==> config.mk <==
export PLATFORM = sky130hd
export DESIGN_NAME = pulse_burst_tx
export DESIGN_NICKNAME = d
export VERILOG_FILES = /design/src/rtl/pulse_burst_tx.sv
export SDC_FILE = /design/constraint.sdc
export NUM_CORES = 1
export LEC_CHECK = 0
export CAP_MARGIN = 20
export CORE_MARGIN = 3
export CORE_UTILIZATION = 45
export CTS_BUF_LIST = sky130_fd_sc_hd__clkbuf_4 sky130_fd_sc_hd__clkbuf_8
export CTS_CLUSTER_SIZE = 14
export DETAILED_ROUTE_END_ITERATION = 8
export GPL_ROUTABILITY_DRIVEN = 0
export PLACE_DENSITY = 0.71
export SLEW_MARGIN = 20
export SYNTH_ARGS = -nofsm -noshare
export SYNTH_HDL_FRONTEND = slang
export SYNTH_SLANG_ARGS = --single-unit
==> constraint.sdc <==
create_clock -name clk -period 5.17 [get_ports clk]
set_input_delay 0.7755 -clock clk [delete_from_list [all_inputs] [get_ports clk]]
set_output_delay 0.7755 -clock clk [all_outputs]
set_load 0.1 [all_outputs]
==> src/rtl/pulse_burst_tx.sv <==
// ----------------------------------------------------------------------------
// pulse_burst_tx
//
// Transmit-side stimulus generator for the delay line. After a start/ready
// handshake it emits `count` rectangular pulses on tx_out. Each pulse is
// `width` cycles at the active level followed by `period - width` cycles at
// IDLE_LEVEL. Every output is registered.
//
// Optional build macro: PULSE_BURST_TX_RTT_EN
//   Adds a round-trip-time measurement of the returned signal rx_in.
//
// Parameters
//   PERIOD_W   width of the period / width fields and of the phase counter
//   COUNT_W    width of the pulse count field
//   IDLE_LEVEL level of tx_out outside the pulse high phase
//
// Ports
//   clk        system clock (PLL output)
//   n_reset    asynchronous active-low reset
//   start      burst request, accepted when start && ready && !abort
//   abort      terminate a running burst at the next edge
//   period     pulse period in cycles, sampled on accept
//   width      active-phase length in cycles, sampled on accept
//   count      number of pulses, sampled on accept
//   ready      high while idle
//   busy       high while a burst is running
//   done       one-cycle pulse when a burst completes or a config is rejected
//   err        one-cycle pulse when an accepted config is invalid
//   tx_out     registered pulse output
//   tx_en      output-driver enable, follows busy
//   rx_in      (RTT build) returned delayed signal, asynchronous
//   rtt        (RTT build) measured round trip in cycles, incl. 2 sync cycles
//   rtt_valid  (RTT build) one-cycle pulse when rtt is updated
// ----------------------------------------------------------------------------
module pulse_burst_tx #(
    parameter int   PERIOD_W   = 16,
    parameter int   COUNT_W    = 8,
    parameter logic IDLE_LEVEL = 1'b0
) (
    input  logic                clk,
    input  logic                n_reset,
    input  logic                start,
    input  logic                abort,
    input  logic [PERIOD_W-1:0] period,
    input  logic [PERIOD_W-1:0] width,
    input  logic [COUNT_W-1:0]  count,
`ifdef PULSE_BURST_TX_RTT_EN
    input  logic                rx_in,
    output logic [PERIOD_W-1:0] rtt,
    output logic                rtt_valid,
`endif
    output logic                ready,
    output logic                busy,
    output logic                done,
    output logic                err,
    output logic                tx_out,
    output logic                tx_en
);

    localparam logic                ACTIVE = ~IDLE_LEVEL;
    localparam logic [PERIOD_W-1:0] ONE_P  = {{(PERIOD_W-1){1'b0}}, 1'b1};
    localparam logic [COUNT_W-1:0]  ONE_C  = {{(COUNT_W-1){1'b0}}, 1'b1};

    typedef enum logic [1:0] {S_IDLE, S_HIGH, S_LOW} state_t;

    state_t              state_q;
    logic [PERIOD_W-1:0] period_q;
    logic [PERIOD_W-1:0] width_q;
    logic [PERIOD_W-1:0] phase_q;
    logic [COUNT_W-1:0]  pulses_q;
    logic                ready_q;
    logic                busy_q;
    logic                done_q;
    logic                err_q;
    logic                tx_q;
    logic                en_q;

    logic                accept;
    logic                cfg_ok;
    logic                phase_end;
    logic                last_pulse;
    logic [PERIOD_W-1:0] low_m1;

    // ready_q is only ever high in S_IDLE, so it doubles as the idle qualifier.
    assign accept     = start & ready_q & ~abort;
    assign cfg_ok     = (count != '0) && (width != '0) && (width < period);
    assign phase_end  = (phase_q == '0);
    assign last_pulse = (pulses_q <= ONE_C);
    // Low phase length minus one. Cannot underflow: width < period.
    assign low_m1     = period_q - width_q - ONE_P;

    // The phase counter is loaded with (length - 1) and the phase ends on the
    // edge where it reads zero, so each phase lasts exactly `length` cycles.
    always_ff @(posedge clk or negedge n_reset) begin
        if (!n_reset) begin
            state_q  <= S_IDLE;
            period_q <= '0;
            width_q  <= '0;
            phase_q  <= '0;
            pulses_q <= '0;
            ready_q  <= 1'b1;
            busy_q   <= 1'b0;
            done_q   <= 1'b0;
            err_q    <= 1'b0;
            tx_q     <= IDLE_LEVEL;
            en_q     <= 1'b0;
        end else begin
            done_q <= 1'b0;
            err_q  <= 1'b0;
            if (state_q != S_IDLE && abort) begin
                state_q <= S_IDLE;
                ready_q <= 1'b1;
                busy_q  <= 1'b0;
                en_q    <= 1'b0;
                tx_q    <= IDLE_LEVEL;
            end else begin
                case (state_q)
                    S_IDLE: begin
                        if (accept) begin
                            period_q <= period;
                            width_q  <= width;
                            pulses_q <= count;
                            if (cfg_ok) begin
                                state_q <= S_HIGH;
                                phase_q <= width - ONE_P;
                                ready_q <= 1'b0;
                                busy_q  <= 1'b1;
                                en_q    <= 1'b1;
                                tx_q    <= ACTIVE;
                            end else begin
                                err_q  <= 1'b1;
                                done_q <= 1'b1;
                            end
                        end
                    end
                    S_HIGH: begin
                        if (phase_end) begin
                            state_q <= S_LOW;
                            phase_q <= low_m1;
                            tx_q    <= IDLE_LEVEL;
                        end else begin
                            phase_q <= phase_q - ONE_P;
                        end
                    end
                    S_LOW: begin
                        if (phase_end) begin
                            if (last_pulse) begin
                                state_q <= S_IDLE;
                                ready_q <= 1'b1;
                                busy_q  <= 1'b0;
                                en_q    <= 1'b0;
                                done_q  <= 1'b1;
                            end else begin
                                state_q  <= S_HIGH;
                                phase_q  <= width_q - ONE_P;
                                pulses_q <= pulses_q - ONE_C;
                                tx_q     <= ACTIVE;
                            end
                        end else begin
                            phase_q <= phase_q - ONE_P;
                        end
                    end
                    default: state_q <= S_IDLE;
                endcase
            end
        end
    end

    assign ready  = ready_q;
    assign busy   = busy_q;
    assign done   = done_q;
    assign err    = err_q;
    assign tx_out = tx_q;
    assign tx_en  = en_q;

`ifdef PULSE_BURST_TX_RTT_EN
    logic                rx_s1_q;
    logic                rx_s2_q;
    logic                rx_s3_q;
    logic                meas_q;
    logic [PERIOD_W-1:0] rtt_cnt_q;
    logic [PERIOD_W-1:0] rtt_q;
    logic                rtt_valid_q;
    logic                burst_start;
    logic                burst_end;
    logic                rx_rise;

    assign burst_start = accept & cfg_ok;
    assign burst_end   = (state_q != S_IDLE) &&
                         (abort || (state_q == S_LOW && phase_end && last_pulse));
    // rx_s3_q is only a history bit for edge detection, not a third sync stage.
    assign rx_rise     = (rx_s2_q == ACTIVE) && (rx_s3_q != ACTIVE);

    // The counter clears at the edge that launches the first active tx_out
    // level and then counts every edge until the synchronised rx edge is seen,
    // so the result includes the two synchroniser cycles.
    always_ff @(posedge clk or negedge n_reset) begin
        if (!n_reset) begin
            rx_s1_q     <= IDLE_LEVEL;
            rx_s2_q     <= IDLE_LEVEL;
            rx_s3_q     <= IDLE_LEVEL;
            meas_q      <= 1'b0;
            rtt_cnt_q   <= '0;
            rtt_q       <= '0;
            rtt_valid_q <= 1'b0;
        end else begin
            rx_s1_q     <= rx_in;
            rx_s2_q     <= rx_s1_q;
            rx_s3_q     <= rx_s2_q;
            rtt_valid_q <= 1'b0;
            if (burst_start) begin
                meas_q    <= 1'b1;
                rtt_cnt_q <= '0;
            end else if (meas_q) begin
                if (rx_rise) begin
                    rtt_q       <= rtt_cnt_q;
                    rtt_valid_q <= 1'b1;
                    meas_q      <= 1'b0;
                end else if (burst_end) begin
                    rtt_q       <= '1;
                    rtt_valid_q <= 1'b1;
                    meas_q      <= 1'b0;
                end else if (rtt_cnt_q != '1) begin
                    rtt_cnt_q <= rtt_cnt_q + ONE_P;
                end
            end
        end
    end

    assign rtt       = rtt_q;
    assign rtt_valid = rtt_valid_q;
`endif

endmodule

==> metrics.cfg <==
[status]
status=finished clean

[clock_network]
path_clk_slew_ns=0.07
cts_tree=built
numCtsBuffers=9
post_cts_buffers=0
clock_path_buffers=2
cts_resized=0
cts_hold_buf=0
root_buffer=clkbuf_8
h-tree-depth=3
cts.sinks=63
clk_latency_ns=0.37

[critical_path]
crit_path_frequent_cell=a21o_1
path_cells=clkdlybuf4s50_1 > ha_1 > a21o_1 > a21o_1 > a221oi_1 > o211ai_1 > o31a_2 > nor2_2 > mux2_2
critPathArrivalTime_ns=3.95
cpPeakStageDelay_ns=0.60
required_ns=5.41
start_kind=input pin
r2r_slack_ns=1.92
crit_path_max_fanout=15
cp-end-kind=flip-flop
crit_type=input pin to flip-flop
crit_slowest_cell=nor2_2

[synth]
synth_edf_count=0
synthCells=630
synth_seq_cells=63
syn_area_mm2=0.00532
ys.flop_type=dfrtp_1
synth_warnings=0
synth_top_area_share=0.292
synth_cell_types=67
syn_area_per_cell_um2=8.44
ys_top_cells_by_area=dfrtp_1 (29%), ha_1 (9.6%), mux2_2 (5.7%)
synth_commonest_cells=dfrtp_1 (62), o21ai_0 (54), nand2_1 (52)
async_flop_share=1.00
syn-num-nets=716
synth_most_common_cell=dfrtp_1
synth_top_cell_by_area=dfrtp_1
yosysSeqAreaShare=0.297

[floorplanning]
io_pins=50
initial_utilization=0.464
core-area_mm2=0.0115
die_y_um=115
rows=39
die_w_um=115
die-area_mm2=0.0132

[timing]
fin_tns_setup_ns=0
setup_viol=0
finClkSkew_ns=0.0172
rsz0062_at_grt=false
slew-limit-headroom=0.340
hold_viol=0
layout_min_cycle_time_ns=3.72
clock.fmax_ghz=0.269
worst_slew_pin_slew_ns=0.990
slew_viol_final=0
period_share=0.719

[worst_hold_path]
hold_class=flip-flop to flip-flop

[routing]
finalWirelength_um=14300
vias=4899
drt_iter0_markers=378
postRouteAntennaNets=0
wl_per_cell_um=17.5
firstDrtPassIters=5
drc=0
via_per_inst=6.00

[placed_design]
hpwl_um=10500
portBuffers=49

[final_layout]
final_nets=755
n_fill_cell=1071
diodes=0
syn_to_final_growth_pct=14.7
drive_gt1_frac=0.102

[power]
power_mw=3.58
static-leakage-power_nw=2.64
ir_worst_vdd_v=0.000487
powerDensity_mw_per_mm2=587

[global_route]
grt_usage=0.222
grt_max_degree=64
grt-ovfl-total=0
antenna_found_initial=0
grt_pass1_wl_um=23400
grt_pass1_vias=4855

[flow_run]
maxCapViolCount=0

-- critical path: cells and delay by family --
family / cells / cell delay, ns
buffers and inverters: 1 / 0.51
adders and majority gates: 1 / 0.35
and+or+nand+nor: 1 / 0.60
muxes: 1 / 0.42
AOI/OAI and AO/OA: 5 / 1.30
-- per-layer routing --
metal / up-vias / GRT usage / part of all wire
met5: - / 0 / 0
met4: 0 / 0.0736 / 0.018
met3: 21 / 0.0470 / 0.067
met2: 180 / 0.377 / 0.48
met1: 2347 / 0.283 / 0.44
li1: 2351 / - / -
-- cell type report --
type / count / area [um2] / area share
Inverter: 49 / 184 / 0.0301
Tap cell: 143 / 179 / 0.0293
Clock inverter: 3 / 40.0 / 0.00656
Sequential cell: 63 / 1580 / 0.259
Timing Repair Buffer: 53 / 515 / 0.0845
Multi-Input combinational cell: 493 / 3430 / 0.563
Clock buffer: 13 / 173 / 0.0283
-- per-stage QoR --
stage | util | instances | area [um2] | setup slack [ns] | hold WS [ns]
after global routing | 0.532 | 817 | 6100 | 1.26 | 0.538
final | 0.532 | 817 | 6100 | 1.45 | 0.497
after CTS | 0.532 | 817 | 6100 | 1.46 | 0.504
after floorplan | - | 630 | 5320 | 2.12 | 0.456
after detailed placement | 0.513 | 801 | 5890 | 1.09 | 0.486
after global placement | 0.513 | 801 | 5890 | 1.19 | 0.479
-- sequential cells by signal (all words and copies together), names as in the netlist --
signal and cells:
period_q 16, ready 1, pulses_q 8, done 1, state_q 2, tx_en 1
phase_q 16, tx_out 1, width_q 16, err 1
-- kinds of logic after synthesis --
family / share of synthesized area
and+or+nand+nor: 0.194
AOI/OAI and AO/OA: 0.211
buffers and inverters: 0.0581
DFF: 0.297
xor gates and xnor gates: 0.0692
adders and majority gates: 0.100
muxes: 0.0703
-- path summary, 6_finish.rpt --
check                      depth (start not counted)               startpoint                       to
max                                                9                width[13]   phase_q[3]$_DFFE_PN0P_
min                                                2  period_q[5]$_DFFE_PN0P_  period_q[5]$_DFFE_PN0P_
max reg2reg                                        8  phase_q[10]$_DFFE_PN0P_  pulses_q[7]$_DFFE_PN0P_
min reg2reg                                        2  period_q[5]$_DFFE_PN0P_  period_q[5]$_DFFE_PN0P_
max in group asynchronous                          2                  n_reset  period_q[2]$_DFFE_PN0P_
min in group asynchronous                          2                  n_reset  width_q[10]$_DFFE_PN0P_
-- power breakdown --
part	switching [mW]	leakage (nW)	total, mW	internal (mW)
Clock	0.207	0.113	0.473	0.266
Sequential	0.290	0.763	1.02	0.734
Combinational	1.18	1.76	2.09	0.901
Total	1.68	2.64	3.58	1.90
-- layout by cell type, fill, tap and decap left out, types with 4 or more instances in the layout --
cell type / netlist / final
nand2b_1: 5 / 5
o21ai_0: 54 / 54
clkdlybuf4s50_1: 0 / 48
or3_1: 6 / 6
o22ai_1: 10 / 10
dfrtp_1: 62 / 62
xor2_1: 17 / 17
nand2_1: 52 / 52
nor4_1: 6 / 6
nor2b_1: 4 / 4
inv_1: 49 / 49
buf_4: 5 / 4
a21o_1: 14 / 14
nor3b_1: 4 / 4
nor3_1: 23 / 23
o31ai_1: 6 / 6
a31oi_1: 6 / 6
nor2_1: 41 / 41
mux2_2: 27 / 27
xnor2_1: 25 / 25
o21a_1: 5 / 5
a211oi_1: 4 / 4
mux2i_1: 7 / 7
a22oi_1: 5 / 5
ha_1: 41 / 41
clkbuf_8: 0 / 12
o211ai_1: 10 / 10
a21oi_1: 28 / 28
nand3_1: 22 / 22
and3_1: 8 / 8
nand4_1: 8 / 8
or2_2: 4 / 4
(Power assumes the default switching activity.)
